==> config.mk <==
export PLATFORM = sky130hd
export DESIGN_NAME = bmd64_rwdma_fsm
export DESIGN_NICKNAME = d
export VERILOG_FILES = /design/src/rtl/bmd64_rwdma_fsm_pkg.sv /design/src/rtl/bmd64_rwdma_fsm_cc_watchdog.sv /design/src/rtl/bmd64_rwdma_fsm.sv
export SDC_FILE = /design/constraint.sdc
export NUM_CORES = 1
export LEC_CHECK = 0
export CORE_ASPECT_RATIO = 0.7
export CORE_UTILIZATION = 50
export DETAILED_ROUTE_END_ITERATION = 12
export GPL_TIMING_DRIVEN = 0
export HOLD_SLACK_MARGIN = 0.08
export PLACE_DENSITY = 0.82
export SYNTH_ARGS = -nofsm -noshare
export SYNTH_HDL_FRONTEND = slang
export SYNTH_SLANG_ARGS = --single-unit
export TNS_END_PERCENT = 10
==> constraint.sdc <==
create_clock -name clk -period 10.85 [get_ports clk]
set_clock_uncertainty 0.2 [all_clocks]
set_input_delay 1.6275 -clock clk [delete_from_list [all_inputs] [get_ports clk]]
set_output_delay 1.6275 -clock clk [all_outputs]
set_load 0.005 [all_outputs]
==> src/rtl/bmd64_rwdma_fsm_pkg.sv <==
// Shared types and helpers for the BMD64 write-DMA sequencer.
package bmd64_rwdma_fsm_pkg;

    typedef enum logic [2:0] {
        S_IDLE,
        S_START,
        S_BUSY,
        S_DONE,
        S_GAP
    } rwdma_state_t;

    localparam int ST_RUNNING = 0;
    localparam int ST_PENDING = 1;
    localparam int ST_OVERRUN = 2;
    localparam int ST_TIMEOUT = 3;

    localparam int CC_TIMEOUT_DEFAULT = 20000;

    // Bytes moved by one block: DWORDs per TLP x TLPs per block x 4.
    function automatic logic [39:0] block_bytes(
        input logic [9:0]  len,
        input logic [15:0] cnt
    );
        logic [25:0] prod;
        prod = {16'b0, len} * {10'b0, cnt};
        return {12'b0, prod, 2'b00};
    endfunction

endpackage

==> src/rtl/bmd64_rwdma_fsm_cc_watchdog.sv <==
// Timeframe watchdog: counts running cycles between timeframe-end strobes.
module rwdma_cc_watchdog
    import bmd64_rwdma_fsm_pkg::*;
#(
    parameter int LIMIT = CC_TIMEOUT_DEFAULT
) (
    input  logic clk,
    input  logic rst,
    input  logic clr,
    input  logic run,
    input  logic tick,
    output logic timeout
);

    localparam int W = $clog2(LIMIT + 1);
    localparam logic [W-1:0] CMAX = W'(LIMIT);

    logic [W-1:0] cnt_q;

    // Saturates at the limit so the flag holds until a strobe or idle.
    always_ff @(posedge clk or posedge rst) begin
        if (rst) begin
            cnt_q <= '0;
        end else if (clr || tick || !run) begin
            cnt_q <= '0;
        end else if (cnt_q != CMAX) begin
            cnt_q <= cnt_q + 1'b1;
        end
    end

    assign timeout = (cnt_q == CMAX);

endmodule

==> src/rtl/bmd64_rwdma_fsm.sv <==
// Write-DMA sequencer: walks host buffers block by block for the TLP engine.
module bmd64_rwdma_fsm
    import bmd64_rwdma_fsm_pkg::*;
#(
    parameter int CC_TIMEOUT_CYCLES = CC_TIMEOUT_DEFAULT
) (
    input  logic        clk,
    input  logic        rst,
    input  logic        init_rst_i,
    input  logic [9:0]  mwr_len_i,
    input  logic [15:0] mwr_count_i,
    input  logic [15:0] wdma_frame_len_i,
    input  logic [31:0] next_wdma_addr_i,
    input  logic [7:0]  next_wdma_up_addr_i,
    input  logic        next_wdma_valid_i,
    input  logic        wdma_start_i,
    input  logic        wdma_stop_i,
    input  logic        wdma_done_i,
    input  logic        timeframe_end_rise_i,
    output logic        wdma_start_o,
    output logic [39:0] wdma_addr_o,
    output logic        wdma_rst_o,
    output logic        wdma_irq_o,
    output logic        wdma_running_o,
    output logic [15:0] wdma_buf_ptr_o,
    output logic [3:0]  wdma_status_o,
    output logic        cc_timeout_o
);

    rwdma_state_t state_q, state_d;

    logic [39:0] addr_q, addr_d;
    logic [39:0] pend_addr_q, pend_addr_d;
    logic [15:0] ptr_q, ptr_d;
    logic        pend_q, pend_d;
    logic        ovr_q, ovr_d;
    logic        stop_q, stop_d;
    logic        end_q, end_d;
    logic        start_q, start_d;
    logic        irq_q, irq_d;

    logic [39:0] next_addr;
    logic [15:0] frame_eff;
    logic [16:0] ptr_inc;
    logic        wrap;
    logic        running;

    assign next_addr = {next_wdma_up_addr_i, next_wdma_addr_i};
    assign frame_eff = (wdma_frame_len_i == 16'd0) ? 16'd1 : wdma_frame_len_i;
    assign ptr_inc   = {1'b0, ptr_q} + 17'd1;
    assign wrap      = (ptr_inc >= {1'b0, frame_eff});
    assign running   = (state_q != S_IDLE);

    always_ff @(posedge clk or posedge rst) begin
        if (rst) begin
            state_q     <= S_IDLE;
            addr_q      <= '0;
            pend_addr_q <= '0;
            ptr_q       <= '0;
            pend_q      <= 1'b0;
            ovr_q       <= 1'b0;
            stop_q      <= 1'b0;
            end_q       <= 1'b0;
            start_q     <= 1'b0;
            irq_q       <= 1'b0;
        end else begin
            state_q     <= state_d;
            addr_q      <= addr_d;
            pend_addr_q <= pend_addr_d;
            ptr_q       <= ptr_d;
            pend_q      <= pend_d;
            ovr_q       <= ovr_d;
            stop_q      <= stop_d;
            end_q       <= end_d;
            start_q     <= start_d;
            irq_q       <= irq_d;
        end
    end

    always_comb begin
        state_d     = state_q;
        addr_d      = addr_q;
        pend_addr_d = pend_addr_q;
        ptr_d       = ptr_q;
        pend_d      = pend_q;
        ovr_d       = ovr_q;
        stop_d      = stop_q;
        end_d       = end_q;
        start_d     = start_q;
        irq_d       = 1'b0;

        if (next_wdma_valid_i) begin
            pend_addr_d = next_addr;
            pend_d      = 1'b1;
        end

        unique case (state_q)
            S_IDLE: begin
                stop_d = 1'b0;
                if (wdma_start_i && pend_q) begin
                    addr_d  = pend_addr_q;
                    pend_d  = next_wdma_valid_i;
                    ovr_d   = 1'b0;
                    state_d = S_START;
                end
            end
            S_START: begin
                start_d = 1'b1;
                stop_d  = stop_q | wdma_stop_i;
                state_d = S_BUSY;
            end
            S_BUSY: begin
                stop_d = stop_q | wdma_stop_i;
                if (wdma_done_i) begin
                    start_d = 1'b0;
                    state_d = S_DONE;
                    addr_d  = addr_q + block_bytes(mwr_len_i, mwr_count_i);
                    ptr_d   = ptr_inc[15:0];
                    if (wrap) begin
                        ptr_d = '0;
                        irq_d = 1'b1;
                        // A same-cycle host address wins over the pending one.
                        if (next_wdma_valid_i) begin
                            addr_d = next_addr;
                            pend_d = 1'b0;
                        end else if (pend_q) begin
                            addr_d = pend_addr_q;
                            pend_d = 1'b0;
                        end else begin
                            ovr_d = 1'b1;
                            end_d = 1'b1;
                        end
                    end
                end
            end
            S_DONE: begin
                end_d  = 1'b0;
                stop_d = 1'b0;
                if (end_q || stop_q || wdma_stop_i) begin
                    state_d = S_IDLE;
                end else begin
                    state_d = S_GAP;
                end
            end
            S_GAP: begin
                state_d = wdma_stop_i ? S_IDLE : S_START;
            end
            default: begin
                state_d = S_IDLE;
            end
        endcase

        if (init_rst_i) begin
            state_d     = S_IDLE;
            addr_d      = '0;
            pend_addr_d = '0;
            ptr_d       = '0;
            pend_d      = 1'b0;
            ovr_d       = 1'b0;
            stop_d      = 1'b0;
            end_d       = 1'b0;
            start_d     = 1'b0;
            irq_d       = 1'b0;
        end
    end

    rwdma_cc_watchdog #(
        .LIMIT(CC_TIMEOUT_CYCLES)
    ) u_cc_watchdog (
        .clk    (clk),
        .rst    (rst),
        .clr    (init_rst_i),
        .run    (running),
        .tick   (timeframe_end_rise_i),
        .timeout(cc_timeout_o)
    );

    assign wdma_start_o   = start_q;
    assign wdma_addr_o    = addr_q;
    assign wdma_rst_o     = (state_q == S_DONE);
    assign wdma_irq_o     = irq_q;
    assign wdma_running_o = running;
    assign wdma_buf_ptr_o = ptr_q;

    always_comb begin
        wdma_status_o             = '0;
        wdma_status_o[ST_RUNNING] = running;
        wdma_status_o[ST_PENDING] = pend_q;
        wdma_status_o[ST_OVERRUN] = ovr_q;
        wdma_status_o[ST_TIMEOUT] = cc_timeout_o;
    end

endmodule

==> results.py, run 1 <==
metrics = {
    "outcome": {
        "status": "completed",
    },
    "critical_path": {
        "criticalPathCategory": "primary input to register",
        "worst-path-max-fanout": 10,
        "arrival_ns": 10.09,
        "startpoint_type": "primary input",
        "max_stage_delay_ns": 0.70,
        "crit_path_top_delay_cell": "clkdlybuf4s50_1",
        "cp.required_ns": 10.89,
        "endpoint_kind": "register",
    },
    "cts": {
        "htreeDepth": 4,
        "cts_tree": "yes",
        "clk_latency_ns": 0.42,
        "cts_root_buffer": "clkbuf_16",
        "ctsResizeCount": 0,
        "cts_buffers": 17,
        "clk_pin_slew_ns": 0.05,
        "clockBufferDepth": 2,
        "ctsHoldBuffers": 0,
        "cts_setup_buffers": 0,
        "clock_sinks": 120,
    },
    "power": {
        "p_sw_mw": 2.04,
        "power.internal_mw": 2.20,
        "netSwitchingFraction_pct": 48.1,
        "combPwrFrac_pct": 73.3,
        "p_leak_nw": 7.47,
        "power_density_nw_per_um2": 273,
        "irDropWorstVdd_uv": 339,
        "p_seq_share_pct": 12.3,
        "pwr-share-clk_pct": 14.4,
    },
    "yosys": {
        "async_reset_ff_share_pct": 100,
        "synth_top_flop_cell": "dfrtp_1",
        "syn-num-nets": 1827,
        "ys_seq_area_share_pct": 23.0,
        "synth_top_area_share_pct": 23.0,
        "syn-cell-area_um2": 13100,
        "synth_top_area_cell": "dfrtp_1",
        "synth-seq-cells": 120,
        "ys.warnings.count": 0,
        "synth_edf_count": 0,
        "yosysUniqueCellTypes": 75,
        "syn_area_per_cell_um2": 8.60,
        "ys_top_cells_by_area": "dfrtp_1 (23%), fa_1 (17%), ha_1 (10%)",
        "synth_cells": 1519,
    },
    "placed_design": {
        "placed_cell_area_um2": 14900,
        "gp_congestion": 0.937,
        "place_hpwl_um": 30900,
        "dp_slack_ns": 0.628,
        "port_buffers": 138,
    },
    "die": {
        "die_x_um": 195,
        "die_h_um": 137,
        "ios": 155,
        "rows": 49,
        "initial_utilization_pct": 50.8,
        "core_um2": 25700,
        "die_area_um2": 26800,
    },
    "global_route": {
        "use_met1_pct": 44.0,
        "grt_pass1_vias": 12100,
        "grt_overflow_total": 0,
        "grt.total_usage_pct": 30.7,
        "globalRouteMet3Util_pct": 7.29,
        "grt_pass1_wl_um": 63600,
        "antenna_found_initial": 1,
        "grt_max_degree": 75,
        "busiest_layer": "met2",
        "met2_usage_pct": 45.5,
    },
    "cells_and_area": {
        "multiInputGateArea_um2": 9070,
        "fillers": 2180,
        "nets": 1985,
        "drive_gt1_share_pct": 3.44,
        "final_cell_mix": "nand2_1 (188), inv_1 (175), clkdlybuf4s50_1 (138), dfrtp_1 (120), fa_1 (111)",
        "regArea_um2": 3000,
        "final_common_cell": "nand2_1",
        "synthToLayoutAreaGrowth_pct": 18.8,
        "design_area_um2": 15500,
    },
    "run": {
        "drv_cap": 0,
    },
    "detailed_routing": {
        "wirelength_um": 40200,
        "avgViaCountPerCell": 6.08,
        "antenna_left": 0,
        "drc": 0,
        "routedWlPerCell_um": 19.9,
        "drtIter0Drc": 1475,
        "first_pass_iters": 10,
        "vias": 12300,
    },
    "sta": {
        "slew_viol_final": 0,
        "fmax_mhz": 99.6,
        "relSlewSlack_pct": 33.0,
        "finalCriticalPeriod_ns": 10.05,
        "setup_violations": 0,
        "finalHoldViolCount": 0,
        "hold_ws_ns": 0.314,
        "fin_crit_sh_pct": 92.6,
        "worst_pin_slew_ns": 1.00,
        "tns_ns": 0,
        "worst_slack_ns": 0.805,
        "rsz0062_at_grt": "no",
    },
    "worst_hold_path": {
        "hp-class": "register to register",
    },
}
==> power groups by stage <==
stage	clock network (mW)	registers [mW]	logic, mW
final	0.610	0.520	3.10
after global routing	0.626	0.522	3.42
after CTS	0.605	0.518	3.05
after detailed placement	0	0.525	3.01
after global placement	0	0.525	2.93
after floorplan	0	0.514	2.38
==> final timing paths <==
check                      cells after the start              end  slack (ns)               from
max                                           29  wdma_addr_o[38]        0.80       mwr_len_i[2]
min                                            1   wdma_addr_o[3]        0.31     pend_addr_q[3]
max reg2reg                                   17  wdma_addr_o[35]        5.86  wdma_buf_ptr_o[0]
min reg2reg                                    1   wdma_addr_o[3]        0.31     pend_addr_q[3]
max in group asynchronous                      3   wdma_addr_o[4]        8.31                rst
min in group asynchronous                      2       wdma_irq_o        1.42                rst
==> worst max-delay path, delay by kind of cell <==
kind / cells / cell delay, ns
fa+ha+maj: 7 / 3.08
compound gates: 8 / 2.17
simple gates: 4 / 0.99
buf+inv: 8 / 1.86
xor+xnor: 2 / 0.32
==> synthesized netlist by cell type, drive strengths merged, types with 18 or more instances <==
cell,n
a21o,21
a21oi,98
a22o,18
and2,83
clkbuf,59
dfrtp,120
fa,111
ha,107
inv,176
mux2i,34
nand2,188
nand3,35
nor2,105
nor3,21
o21ai,59
xnor2,39
xor2,35
==> state kept, by name (all words and copies together) (netlist names) <==
register             cells
u_cc_watchdog.cnt_q     15
pend_addr_q             40
wdma_irq_o               1
stop_q                   1
wdma_start_o             1
wdma_addr_o             40
pend_q                   1
end_q                    1
ovr_q                    1
state_q                  3
wdma_buf_ptr_o          16
==> cell type report <==
type	count	area share (%)
multi-input combinational	1147	58.5
sequential	120	19.4
timing repair buffer	139	9.08
inverter	176	4.29
clock buffer	22	3.06
tap	331	2.67
buffer	76	2.11
clock inverter	8	0.936
antenna	1	0.0161
==> kinds of logic after synthesis <==
| family | after synthesis | synth area share (%) |
|---|---|---|
| AO/OA/AOI/OAI | 311 | 16.0 |
| XOR/XNOR | 74 | 4.96 |
| adder cells (fa/ha/maj) | 218 | 27.3 |
| buffers and inverters | 252 | 7.56 |
| flip-flops | 120 | 23.0 |
| multiplexers | 35 | 2.69 |
| AND/OR/NAND/NOR | 509 | 18.5 |
==> metrics by stage <==
| step | total power, mW | util, % | std cells |
|---|---|---|---|
| 6_report | 4.24 | 60.4 | 2020 |
| 5_1_grt | 4.57 | 60.4 | 2020 |
| 4_1_cts | 4.17 | 60.4 | 2019 |
| 3_5_place_dp | 3.53 | 58.0 | 1989 |
| 3_3_place_gp | 3.45 | 57.8 | 1988 |
| 2_1_floorplan | 2.89 | - | 1519 |
==> routing by layer <==
layer / share of wire [%] / vias to the layer above
li1: - / 5446
met1: 44 / 5934
met2: 42 / 768
met3: 11 / 142
met4: 3.1 / 0
met5: 0 / -
Power figures use the tool's default switching activity.
==> run 2: changes to the inputs <==
--- a/config.mk
+++ b/config.mk
@@ -6,11 +6,13 @@
 export NUM_CORES = 1
 export LEC_CHECK = 0
 export CORE_ASPECT_RATIO = 0.7
+export CORE_MARGIN = 2
 export CORE_UTILIZATION = 50
 export DETAILED_ROUTE_END_ITERATION = 12
 export GPL_TIMING_DRIVEN = 0
 export HOLD_SLACK_MARGIN = 0.08
 export PLACE_DENSITY = 0.82
+export SETUP_SLACK_MARGIN = 0.05
 export SYNTH_ARGS = -nofsm -noshare
 export SYNTH_HDL_FRONTEND = slang
 export SYNTH_SLANG_ARGS = --single-unit
==> run 2 against run 1 <==
Compared with the run above:
- sequential power hardly changed
- non-clock buffer count stayed put
- highest routed layer unchanged
- first-iteration DRC count is 9.6% lower
- critical path depth stayed put
- register-to-register slack worse by 0.16 ns
- power is 0.43% higher
==> results.py, run 2 (same netlist as run 1, synthesis figures left out) <==
metrics = {
    "sta": {
        "finalHoldViolCount": 0,
        "finalCriticalPeriod_ns": 9.98,
        "relSlewSlack_pct": 21.1,
        "setup_violations": 0,
        "slew_viol_final": 0,
        "rsz0062_at_grt": "no",
        "fin_crit_sh_pct": 92.0,
        "worst_pin_slew_ns": 1.18,
        "tns_ns": 0,
        "fmax_mhz": 100,
    },
    "power": {
        "total_power_mw": 4.25,
        "power_density_nw_per_um2": 274,
        "p_leak_nw": 7.48,
        "irDropWorstVdd_uv": 285,
    },
    "cells_and_area": {
        "final_common_cell": "nand2_1",
        "drive_gt1_share_pct": 3.49,
        "final_cells": 2021,
        "nets": 1985,
        "final_cell_mix": "nand2_1 (188), inv_1 (175), clkdlybuf4s50_1 (138), dfrtp_1 (120), fa_1 (111)",
        "synthToLayoutAreaGrowth_pct": 18.8,
    },
    "run": {
        "drv_cap": 0,
    },
    "global_route": {
        "grt_overflow_total": 0,
        "grt_pass1_wl_um": 64800,
        "grt_pass1_vias": 12200,
        "grt_max_degree": 75,
        "antenna_found_initial": 1,
        "grt.total_usage_pct": 29.9,
    },
    "cts": {
        "clk_latency_ns": 0.42,
        "cts_tree": "yes",
        "ctsResizeCount": 0,
        "htreeDepth": 4,
        "cts_root_buffer": "clkbuf_16",
        "clockBufferDepth": 2,
        "cts_setup_buffers": 0,
        "clk_pin_slew_ns": 0.05,
        "clock_sinks": 120,
        "ctsHoldBuffers": 0,
        "cts_buffers": 17,
    },
    "detailed_routing": {
        "avgViaCountPerCell": 6.09,
        "first_pass_iters": 6,
        "antenna_left": 0,
        "vias": 12300,
        "wirelength_um": 40300,
        "routedWlPerCell_um": 20.0,
        "drtIter0Drc": 1334,
        "drc": 0,
    },
    "placed_design": {
        "gp_congestion": 0.927,
        "dp.cells": 1989,
        "place_hpwl_um": 31100,
        "port_buffers": 138,
    },
    "die": {
        "ios": 155,
        "die_x_um": 197,
        "rows": 49,
        "die_area_um2": 27400,
        "initial_utilization_pct": 50.8,
        "core_um2": 25700,
        "die_h_um": 139,
    },
    "critical_path": {
        "endpoint_kind": "register",
        "worst-path-max-fanout": 10,
        "criticalPathCategory": "primary input to register",
        "arrival_ns": 10.02,
        "startpoint_type": "primary input",
        "cp.required_ns": 10.89,
        "max_stage_delay_ns": 0.73,
        "crit_path_top_delay_cell": "clkdlybuf4s50_1",
    },
    "worst_hold_path": {
        "hp-class": "register to register",
    },
    "outcome": {
        "status": "completed",
    },
}
-- run 2: changes by cell type in the layout (fill, tap and decap cells not counted) --
cell | previous run | this run
clkinvlp_4 | 2 | 1
clkbuf_8 | 3 | 4
clkinv_2 | 2 | 3
-- run 2: layout make-up --
type / instances / area (um^2)
Antenna cell: 1 / 2.50
Buffer: 76 / 327
Clock buffer: 23 / 488
Clock inverter: 8 / 143
Fill cell: 2149 / 10200
Inverter: 176 / 666
Multi-Input combinational cell: 1147 / 9070
Sequential cell: 120 / 3000
Tap cell: 331 / 414
Timing Repair Buffer: 139 / 1410
-- run 2: critical path, delay by kind of cell --
family | cells | cell delay [ns]
XOR/XNOR | 2 | 0.32
AND/OR/NAND/NOR | 4 | 0.89
AO/OA/AOI/OAI | 8 | 2.20
buffers and inverters | 8 | 1.90
adder cells (fa/ha/maj) | 7 | 3.06
-- run 2: per-layer routing --
metal	routed length, um	GRT usage [%]	vias up
met5	0	0	-
met4	1240	9.46	0
met3	4640	7.78	112
met2	17100	44.0	733
met1	17300	43.1	6008
li1	-	-	5446
-- run 2: metrics by stage --
step	area [um^2]	utilization, %	worst slack, ns	hold slack (ns)
finish	15500	60.4	0.868	0.326
global route	15500	60.4	0.540	0.346
CTS	15500	60.4	1.05	0.321
detailed placement	14900	58.0	0.660	0.309
global placement	14900	57.8	0.778	0.298
floorplan	13100	-	2.41	0.278
-- run 2: final timing paths --
| path | from | to | slack (ns) | cells after the start |
|---|---|---|---|---|
| max in group asynchronous | rst | wdma_buf_ptr_o[9] | 8.31 | 3 |
| setup reg to reg | wdma_buf_ptr_o[0] | wdma_addr_o[35] | 5.70 | 17 |
| hold / removal | pend_addr_q[11] | pend_addr_q[11] | 0.33 | 2 |
| hold reg to reg | pend_addr_q[11] | pend_addr_q[11] | 0.33 | 2 |
| min in group asynchronous | rst | wdma_irq_o | 1.41 | 2 |
| setup / recovery | mwr_len_i[2] | wdma_addr_o[38] | 0.87 | 29 |
-- run 2: where the power goes --
| group | switching [mW] | internal, mW | leakage [nW] |
|---|---|---|---|
| clock | 0.215 | 0.407 | 0.309 |
| sequential | 0.0393 | 0.481 | 1.62 |
| combinational | 1.79 | 1.32 | 5.55 |
| total | 2.04 | 2.21 | 7.48 |
